**config.mk**
```make
export PLATFORM = sky130hd
export DESIGN_NAME = msdf_mul_sequencer_flat
export DESIGN_NICKNAME = d
export VERILOG_FILES = /design/src/rtl/msdf_mul_sequencer_if.sv /design/src/rtl/msdf_mul_sequencer.sv /design/src/flat_wrapper.sv
export SDC_FILE = /design/constraint.sdc
export NUM_CORES = 1
export LEC_CHECK = 0
export CAP_MARGIN = 20
export CORE_AREA = 5 5 42 44
export DETAILED_ROUTE_END_ITERATION = 16
export DIE_AREA = 0 0 47 49
export PLACE_DENSITY = 0.61
export SYNTH_ARGS = -nofsm -noshare
export SYNTH_HDL_FRONTEND = slang
export SYNTH_SLANG_ARGS = --single-unit
```
**constraint.sdc**
```tcl
create_clock -name clk -period 2.2 [get_ports clk]
set_clock_uncertainty 0.2 [all_clocks]
set_input_delay 0.44 -clock clk [delete_from_list [all_inputs] [get_ports clk]]
set_output_delay 0.44 -clock clk [all_outputs]
set_load 0.01 [all_outputs]
```
**src/rtl/msdf_mul_sequencer_if.sv**
```systemverilog
// Control bundle between the MSDF multiplier sequencer and its surroundings.
// Latency: n/a (wires only).
// Backpressure: in_valid from the master can stall the slave when the stall build is used.
//
// Modports:
//   master - system side: drives start/in_valid, observes datapath controls and status.
//   slave  - sequencer side: receives start/in_valid, drives controls and status.
interface msdf_mul_sequencer_if #(
    parameter int CW = 4
);
    logic          start;
    logic          in_valid;
    logic          clear_regs;
    logic          load_REG_WC;
    logic          load_REG_WS;
    logic          load_PJ;
    logic          digit_req;
    logic          ready_Zj;
    logic [CW-1:0] digit_idx;
    logic          busy;
    logic          done;

    modport master (
        output start, in_valid,
        input  clear_regs, load_REG_WC, load_REG_WS, load_PJ,
        input  digit_req, ready_Zj, digit_idx, busy, done
    );

    modport slave (
        input  start, in_valid,
        output clear_regs, load_REG_WC, load_REG_WS, load_PJ,
        output digit_req, ready_Zj, digit_idx, busy, done
    );
endinterface

```
**src/rtl/msdf_mul_sequencer.sv**
```systemverilog
// Run-level sequencer for the MSDF serial-parallel online multiplier: one start -> N digits in, N digits out.
// Latency: INIT (1) + RUN (N+DELTA, plus stall cycles) + DONE (1); first product digit DELTA RUN cycles after the first operand digit.
// Backpressure: start is ignored while busy; with MSDF_STALL_EN, in_valid=0 freezes the run while operand digits are still due.
//
// Optional feature macro: MSDF_STALL_EN (operand stall on in_valid). Default build ignores in_valid.
//
// Ports:
//   clk  - rising-edge clock
//   rst  - asynchronous active-low reset; aborts any run
//   bus  - slave modport of msdf_mul_sequencer_if:
//          start/in_valid in; clear_regs, load_REG_WC/WS, load_PJ, digit_req,
//          ready_Zj, digit_idx, busy, done out
module msdf_mul_sequencer #(
    parameter int N     = 9,
    parameter int DELTA = 3,
    parameter int CW    = $clog2(N + DELTA + 1)
) (
    input  logic                  clk,
    input  logic                  rst,
    msdf_mul_sequencer_if.slave   bus
);

    localparam int            LAST   = N + DELTA - 1;
    localparam logic [CW-1:0] N_C    = CW'(N);
    localparam logic [CW-1:0] D_C    = CW'(DELTA);
    localparam logic [CW-1:0] LAST_C = CW'(LAST);

    typedef enum logic [1:0] {
        IDLE = 2'd0,
        INIT = 2'd1,
        RUN  = 2'd2,
        DONE = 2'd3
    } state_t;

    state_t        state, state_nxt;
    logic [CW-1:0] cnt, cnt_nxt;
    logic          advance;

    // A RUN cycle advances the datapath unless it is waiting for an operand
    // digit. Once all N operand digits are in (cnt>=N) the tail never stalls.
`ifdef MSDF_STALL_EN
    always_comb begin
        advance = (state == RUN) && ((cnt >= N_C) || bus.in_valid);
    end
`else
    logic unused_in_valid;
    assign unused_in_valid = bus.in_valid;

    always_comb begin
        advance = (state == RUN);
    end
`endif

    // State and counter registers.
    always_ff @(posedge clk or negedge rst) begin
        if (!rst) begin
            state <= IDLE;
            cnt   <= '0;
        end else begin
            state <= state_nxt;
            cnt   <= cnt_nxt;
        end
    end

    // Next-state and next-count logic.
    always_comb begin
        state_nxt = state;
        cnt_nxt   = cnt;
        case (state)
            IDLE: begin
                cnt_nxt = '0;
                if (bus.start) begin
                    state_nxt = INIT;
                end
            end
            INIT: begin
                cnt_nxt   = '0;
                state_nxt = RUN;
            end
            RUN: begin
                if (advance) begin
                    if (cnt == LAST_C) begin
                        cnt_nxt   = '0;
                        state_nxt = DONE;
                    end else begin
                        cnt_nxt = cnt + 1'b1;
                    end
                end
            end
            DONE: begin
                cnt_nxt   = '0;
                state_nxt = IDLE;
            end
            default: begin
                cnt_nxt   = '0;
                state_nxt = IDLE;
            end
        endcase
    end

    // Output decode from state/cnt (and advance for the datapath strobes).
    always_comb begin
        bus.clear_regs  = 1'b0;
        bus.load_REG_WC = 1'b0;
        bus.load_REG_WS = 1'b0;
        bus.load_PJ     = 1'b0;
        bus.digit_req   = 1'b0;
        bus.ready_Zj    = 1'b0;
        bus.digit_idx   = '0;
        bus.busy        = 1'b0;
        bus.done        = 1'b0;
        case (state)
            INIT: begin
                bus.clear_regs = 1'b1;
                bus.busy       = 1'b1;
            end
            RUN: begin
                bus.busy = 1'b1;
                if (advance) begin
                    bus.load_REG_WC = 1'b1;
                    bus.load_REG_WS = 1'b1;
                    if (cnt < N_C) begin
                        bus.digit_req = 1'b1;
                        bus.load_PJ   = 1'b1;
                    end
                    // The subtraction is only taken when cnt>=DELTA, so
                    // digit_idx cannot underflow even when DELTA>=N.
                    if (cnt >= D_C) begin
                        bus.ready_Zj  = 1'b1;
                        bus.digit_idx = cnt - D_C;
                    end
                end
            end
            DONE: begin
                bus.busy = 1'b1;
                bus.done = 1'b1;
            end
            default: begin
                bus.busy = 1'b0;
            end
        endcase
    end

    // The counter must stay inside the run window, and done is a pulse.
    a_cnt_bound: assert property (@(posedge clk) disable iff (!rst) cnt <= LAST_C);
    a_done_pulse: assert property (@(posedge clk) disable iff (!rst) bus.done |=> !bus.done);

endmodule

```
**src/flat_wrapper.sv**
```systemverilog
// flat-port wrapper written by rule: the top's interface ports become plain ports
module msdf_mul_sequencer_flat 
#(
    parameter int N     = 9,
    parameter int DELTA = 3,
    parameter int CW    = $clog2(N + DELTA + 1)
)
  (clk, rst, bus_start, bus_in_valid, bus_clear_regs, bus_load_REG_WC, bus_load_REG_WS, bus_load_PJ, bus_digit_req, bus_ready_Zj, bus_digit_idx, bus_busy, bus_done);
  msdf_mul_sequencer_if #(.CW(CW)) bus_i ();
  input  logic clk;
  input  logic rst;
  input wire logic [$bits(bus_i.start)-1:0] bus_start;
  input wire logic [$bits(bus_i.in_valid)-1:0] bus_in_valid;
  output wire logic [$bits(bus_i.clear_regs)-1:0] bus_clear_regs;
  output wire logic [$bits(bus_i.load_REG_WC)-1:0] bus_load_REG_WC;
  output wire logic [$bits(bus_i.load_REG_WS)-1:0] bus_load_REG_WS;
  output wire logic [$bits(bus_i.load_PJ)-1:0] bus_load_PJ;
  output wire logic [$bits(bus_i.digit_req)-1:0] bus_digit_req;
  output wire logic [$bits(bus_i.ready_Zj)-1:0] bus_ready_Zj;
  output wire logic [$bits(bus_i.digit_idx)-1:0] bus_digit_idx;
  output wire logic [$bits(bus_i.busy)-1:0] bus_busy;
  output wire logic [$bits(bus_i.done)-1:0] bus_done;
  assign bus_i.start = bus_start;
  assign bus_i.in_valid = bus_in_valid;
  assign bus_clear_regs = bus_i.clear_regs;
  assign bus_load_REG_WC = bus_i.load_REG_WC;
  assign bus_load_REG_WS = bus_i.load_REG_WS;
  assign bus_load_PJ = bus_i.load_PJ;
  assign bus_digit_req = bus_i.digit_req;
  assign bus_ready_Zj = bus_i.ready_Zj;
  assign bus_digit_idx = bus_i.digit_idx;
  assign bus_busy = bus_i.busy;
  assign bus_done = bus_i.done;
  msdf_mul_sequencer #(.N(N), .DELTA(DELTA), .CW(CW)) u_core (.clk(clk), .rst(rst), .bus(bus_i));
endmodule
```
**Word level (Yosys, flattened, before mapping)**

Index checks and enable logic that the tools add are counted.

- Bits in registers: 6
- Bits of input ports: 4
- Output and inout bits: 12
- Logic and storage cells: 31

- Add/sub/neg operators: 2
- Order comparisons: 2
- Equal/unequal tests: 6
- Mux-type cells: 15
- Reduce and logical (&&, ||, !) cells: 4

Operator list:

| kind | count |
|---|---|
| $mux 4 | 3 |
| $mux 1 | 8 |
| $pmux 2 s4 | 1 |
| $pmux 4 s2 | 1 |
| $reduce_or 3->1 | 2 |
| $add 4x1->4 const B | 1 |
| $eq 2x2->1 const B | 2 |
| $eq 4x4->1 const B | 1 |
| $ge 4x2->1 const B | 1 |
| $lt 4x4->1 const B | 1 |
| $mux 2 | 2 |
| $ne 2x2->1 const B | 2 |
| $sub 4x2->4 const B | 1 |
| $eq 2x1->1 const B | 1 |
| $logic_not 2->1 | 1 |
| $reduce_and 2->1 | 1 |

**Logic depth before layout (Yosys ltp)**

Gate-level depths: netlist (run 1).

- Depth after elaboration: 3
- Depth in mapped cells: 5
- Depth with buffers taken out: 5

**Least setup slack after synthesis (run 1)**

Ideal clock, no wire load.

- Path kind: reg-to-output
- From: register u_core.state[0]
- To: output port bus_load_PJ
- Data arrival time: 1352 ps
- Data required time: 1560 ps
- Path slack: 208 ps
- Cell stages (with the launch flop): 6
- Buffers on the path: 1
- Path through: dfrtp_1 -> inv_1 -> ha_1 -> inv_1 -> a21oi_1 -> buf_4

- Longest elaborated chain between the ends: 2

Ends and longest elaborated chain:

| what | line | source |
|---|---|---|
| start, declared | msdf_mul_sequencer.sv:35 | `state_t state, state_nxt;` |
| start signal, assigned | msdf_mul_sequencer.sv:60 | `state <= state_nxt;` |
| $eq 2x2->1 | - |  |
| $mux 1 | - |  |
| end, declared | flat_wrapper.sv:17 | `output wire logic [$bits(bus_i.load_PJ)-1:0] bus_load_PJ;` |

No other way between the ends.

**Worst setup path in the final report (run 1)**

- From: register u_core.cnt[1]
- To: output port bus_digit_idx[1]

- Longest elaborated chain between the ends: 3
- Elaborated cells between the ends (all ways): 4
- Those cells by class: 1 x add/sub; 1 x order compare; 2 x mux

Ends and longest elaborated chain:

| what | line | source |
|---|---|---|
| start, declared | msdf_mul_sequencer.sv:36 | `logic [CW-1:0] cnt, cnt_nxt;` |
| start signal, assigned | msdf_mul_sequencer.sv:61 | `cnt <= cnt_nxt;` |
| $sub 4x2->4 or $ge 4x2->1 (tied branches) | msdf_mul_sequencer.sv:130, msdf_mul_sequencer.sv:128 |  |
| $mux 4 * | msdf_mul_sequencer.sv:128 | `if (cnt >= D_C) begin` |
| $mux 4 * | msdf_mul_sequencer.sv:112 | `case (state)` |
| end, declared | flat_wrapper.sv:20 | `output wire logic [$bits(bus_i.digit_idx)-1:0] bus_digit_idx;` |

Every way passes the cells marked *; elsewhere a longest branch is shown, timed or not.

==> impl_summary.md, run 1 <==
Status
The flow ran to the end, and the final reports show no timing, DRC or antenna violations.

Cells and area
The fraction of layout instances using a drive strength above 1 is 39.0%. The final layout contains 90 nets. From synthesis to final layout, the design area changed by 55.9%. The repair_antennas step left the layout with diodes totalling 0. The total non-filler cell area in the finished layout is 743 sq um.

Worst setup path
For the worst setup path, the data required time is 1.56 ns. The start-to-end type of the worst setup path is flop to output port. The minimum setup slack among reg-to-reg paths is between 0.5 and 0.6 ns. The maximum fanout along the worst path is 4.

The arrival time of data at the critical path endpoint is 1.54 ns. STA classifies the critical path startpoint as a flop. The element type at the critical path end is an output port.

Yosys
The commonest cells after synthesis are sky130_fd_sc_hd__ha_1, sky130_fd_sc_hd__dfrtp_1, sky130_fd_sc_hd__inv_1, sky130_fd_sc_hd__nor2_1, sky130_fd_sc_hd__a21oi_1. The net count of the mapped netlist is 60. The instance count of the mapped netlist is 49. The average footprint of a synthesized cell is 9.73 sq um. For this run, the leading register cell type out of synthesis is sky130_fd_sc_hd__dfrtp_1. The mapped cell area is roughly 480 sq um. The sequential share of the synthesized area is 31.5%. Summed over all instances, the cell type with the most area after synthesis is sky130_fd_sc_hd__dfrtp_1. By area the synthesized netlist is led by sky130_fd_sc_hd__dfrtp_1, sky130_fd_sc_hd__ha_1, sky130_fd_sc_hd__inv_1. The library cell with the highest instance count after synthesis is sky130_fd_sc_hd__ha_1. The count of distinct cell types in the synthesized netlist is 25. After synthesis the netlist holds a flip-flop and latch count of 6. The synthesized design contains 0 enable-type register cells. The share of synthesized registers carrying an async set or reset is 100%. After synthesis, the largest area contributor takes up 31.5% of total cell area. During synthesis, Yosys emitted a total of 0 warnings.

Clock tree
The clock-pin slew on the worst setup and hold paths is 0.04 ns. Counting the buffers created by CTS gives 3. In this run the number of H-tree levels came out at 1.

The clock sink total is 6. The maximum clock path buffer count is 2. The clock root buffer is sky130_fd_sc_hd__clkbuf_4.

The insertion delay to the later sink of the worst-skew pair is 0.25 ns. The hold-fix buffer count after cts is 0. TritonCTS built the clock tree.

Detailed routing
The remaining antenna violation count is 0. For this run, the detailed router's first-pass iteration total came to 4. The detailed router finished its first iteration with 7 violations.

The routed layout has 399 vias. For this block, the routed nets add up to 941 um of wire. The number of vias per cell is 4.29. After detailed routing, the number of remaining DRC violations is 0.

In the final routed layout, each cell accounts on average for 10.1 um.

Floorplanning
Measured along the x axis, the die boundary spans 47 um. The area of the placeable core is 1400 sq um. The starting utilization of the core area is 34.0%. The die is 49 um tall.

The overall die area is 2300 sq um. The row count is 14. The number of top-level pins is 16.

Global routing
The initial antenna violation count was 0. For this run the aggregate overflow at the end of global routing stands at 0. The first global-routing pass estimated 1.56 mm of wire. The pin count of the biggest net entering global routing is 10. In the global route stage, overall resource usage came out at 9.70%. The via count of the first global-routing pass is around 350.

STA
Timing would allow up to 460 MHz. The share of the clock period used by the worst path is around 99%. The slew of the pin with the lowest slew margin is around 0.28 ns.

The number of hold-slack violations in the final timing report came to 0. Setup repair after global routing could not meet its margin everywhere. The count of final max-slew check failures is 0. The final-report setup violation count is 0. The time the final worst path needs with I/O delays and setup is 2.18 ns. The normalized max-slew margin is 81.6%.

Worst hold path
The worst hold path belongs to the class input port to async pin.

Power
The total power density per cell area is 1040 nW/um^2. The maximum vdd drop is 0.639 mV. The analysis attributes to cell leakage a power of 0.440 nW. The post-layout total power is 0.774 mW.

Run
The number of max-capacitance violations reported is 0.

Placement
The instance area at placement is 703 sq um. The congestion estimate from routability-driven global placement came to 0.760. The count of port buffers added during placement is 14.

The total half-perimeter wirelength after legalization and detailed placement is 769 um.
through the flow:
stage | hold WS (ns) | std cells | setup WS (ns) | setup TNS [ns] | utilization [%]
after global placement | 0.397 | 88 | -0.0516 | -0.0743 | 50.2
after floorplan | -0.0556 | 49 | 0.208 | 0 | -
after global routing | 0.237 | 93 | -0.0690 | -0.241 | 53.0
after CTS | 0.239 | 92 | 0.000769 | 0 | 51.4
final | 0.234 | 93 | 0.0243 | 0 | 53.0
after detailed placement | 0.396 | 88 | -0.0656 | -0.101 | 50.2
cell type report:
cell class                      count  area, sq um
Fill cell                         144          658
Multi-Input combinational cell     32          277
Timing Repair Buffer               29          248
Sequential cell                     6          150
Clock buffer                        3         22.5
Tap cell                           16         20.0
Inverter                            7         26.3
repair_timing:
item                                    CTS  global route
endpoints found under the hold margin     0             0
endpoints found under the setup margin    9             9
gates resized for setup                  17            13
buffers inserted                          1             1
pin swaps                                 2             1
metal layers:
layer | wire length, um | track usage, % | vias to the layer above
met4 | 11 | 4.15 | 0
met5 | 0 | 0 | -
met2 | 464 | 13.1 | 6
met1 | 422 | 12.3 | 175
li1 | - | - | 216
met3 | 43 | 5.54 | 2
layout by cell type (no fill, tap or decap), drive strengths merged, types with 2 or more instances in the layout:
master / count
a21oi: 4
and3: 2
buf: 17
clkbuf: 6
clkdlybuf4s50: 3
dfrtp: 6
dlygate4sd2: 4
dlymetal6s2s: 2
ha: 7
inv: 7
nand2b: 2
nor2: 4
report_power, final:
part	total (mW)	internal [mW]	leakage (nW)	switching, mW
clock network	0.0994	0.0616	0.0138	0.0378
registers	0.165	0.147	0.0784	0.0187
logic	0.509	0.280	0.348	0.229
worst max-delay path: stages (launching register included):
cell and delay (ns):
sky130_fd_sc_hd__dfrtp_1 0.37, sky130_fd_sc_hd__ha_2 0.19, sky130_fd_sc_hd__o31ai_2 0.20, sky130_fd_sc_hd__buf_4 0.17
sky130_fd_sc_hd__buf_6 0.09, sky130_fd_sc_hd__inv_2 0.03, sky130_fd_sc_hd__and2_4 0.14, sky130_fd_sc_hd__buf_6 0.11
cell families after synthesis:
family,share of synthesized area [%]
buf+inv,12.1
simple gates,19.7
flops,31.5
mux,2.36
xor+xnor,3.68
compound gates,12.3
fa+ha+maj,18.4
flip-flops by register name, indices dropped and copies added, names as in the netlist:
| register | cells |
|---|---|
| u_core.cnt | 4 |
| u_core.state | 2 |
path summary, 6_finish.rpt:
path / startpoint / endpoint / depth (start not counted)
min: rst / u_core.state[0] / 1
max reg2reg: u_core.state[0] / u_core.state[1] / 6
min reg2reg: u_core.state[0] / u_core.state[0] / 2
max: u_core.cnt[1] / bus_digit_idx[1] / 7
min in group clk: u_core.state[0] / u_core.state[0] / 2
max in group asynchronous: rst / u_core.cnt[0] / 1
Note: power is estimated with default switching activity, not from simulation.
==> run 2, diff against run 1 <==
Settings changed: SLEW_MARGIN set to 30.
==> results of run 2 <==
The final DEF is identical to that of run 1; final timing and power are the same.
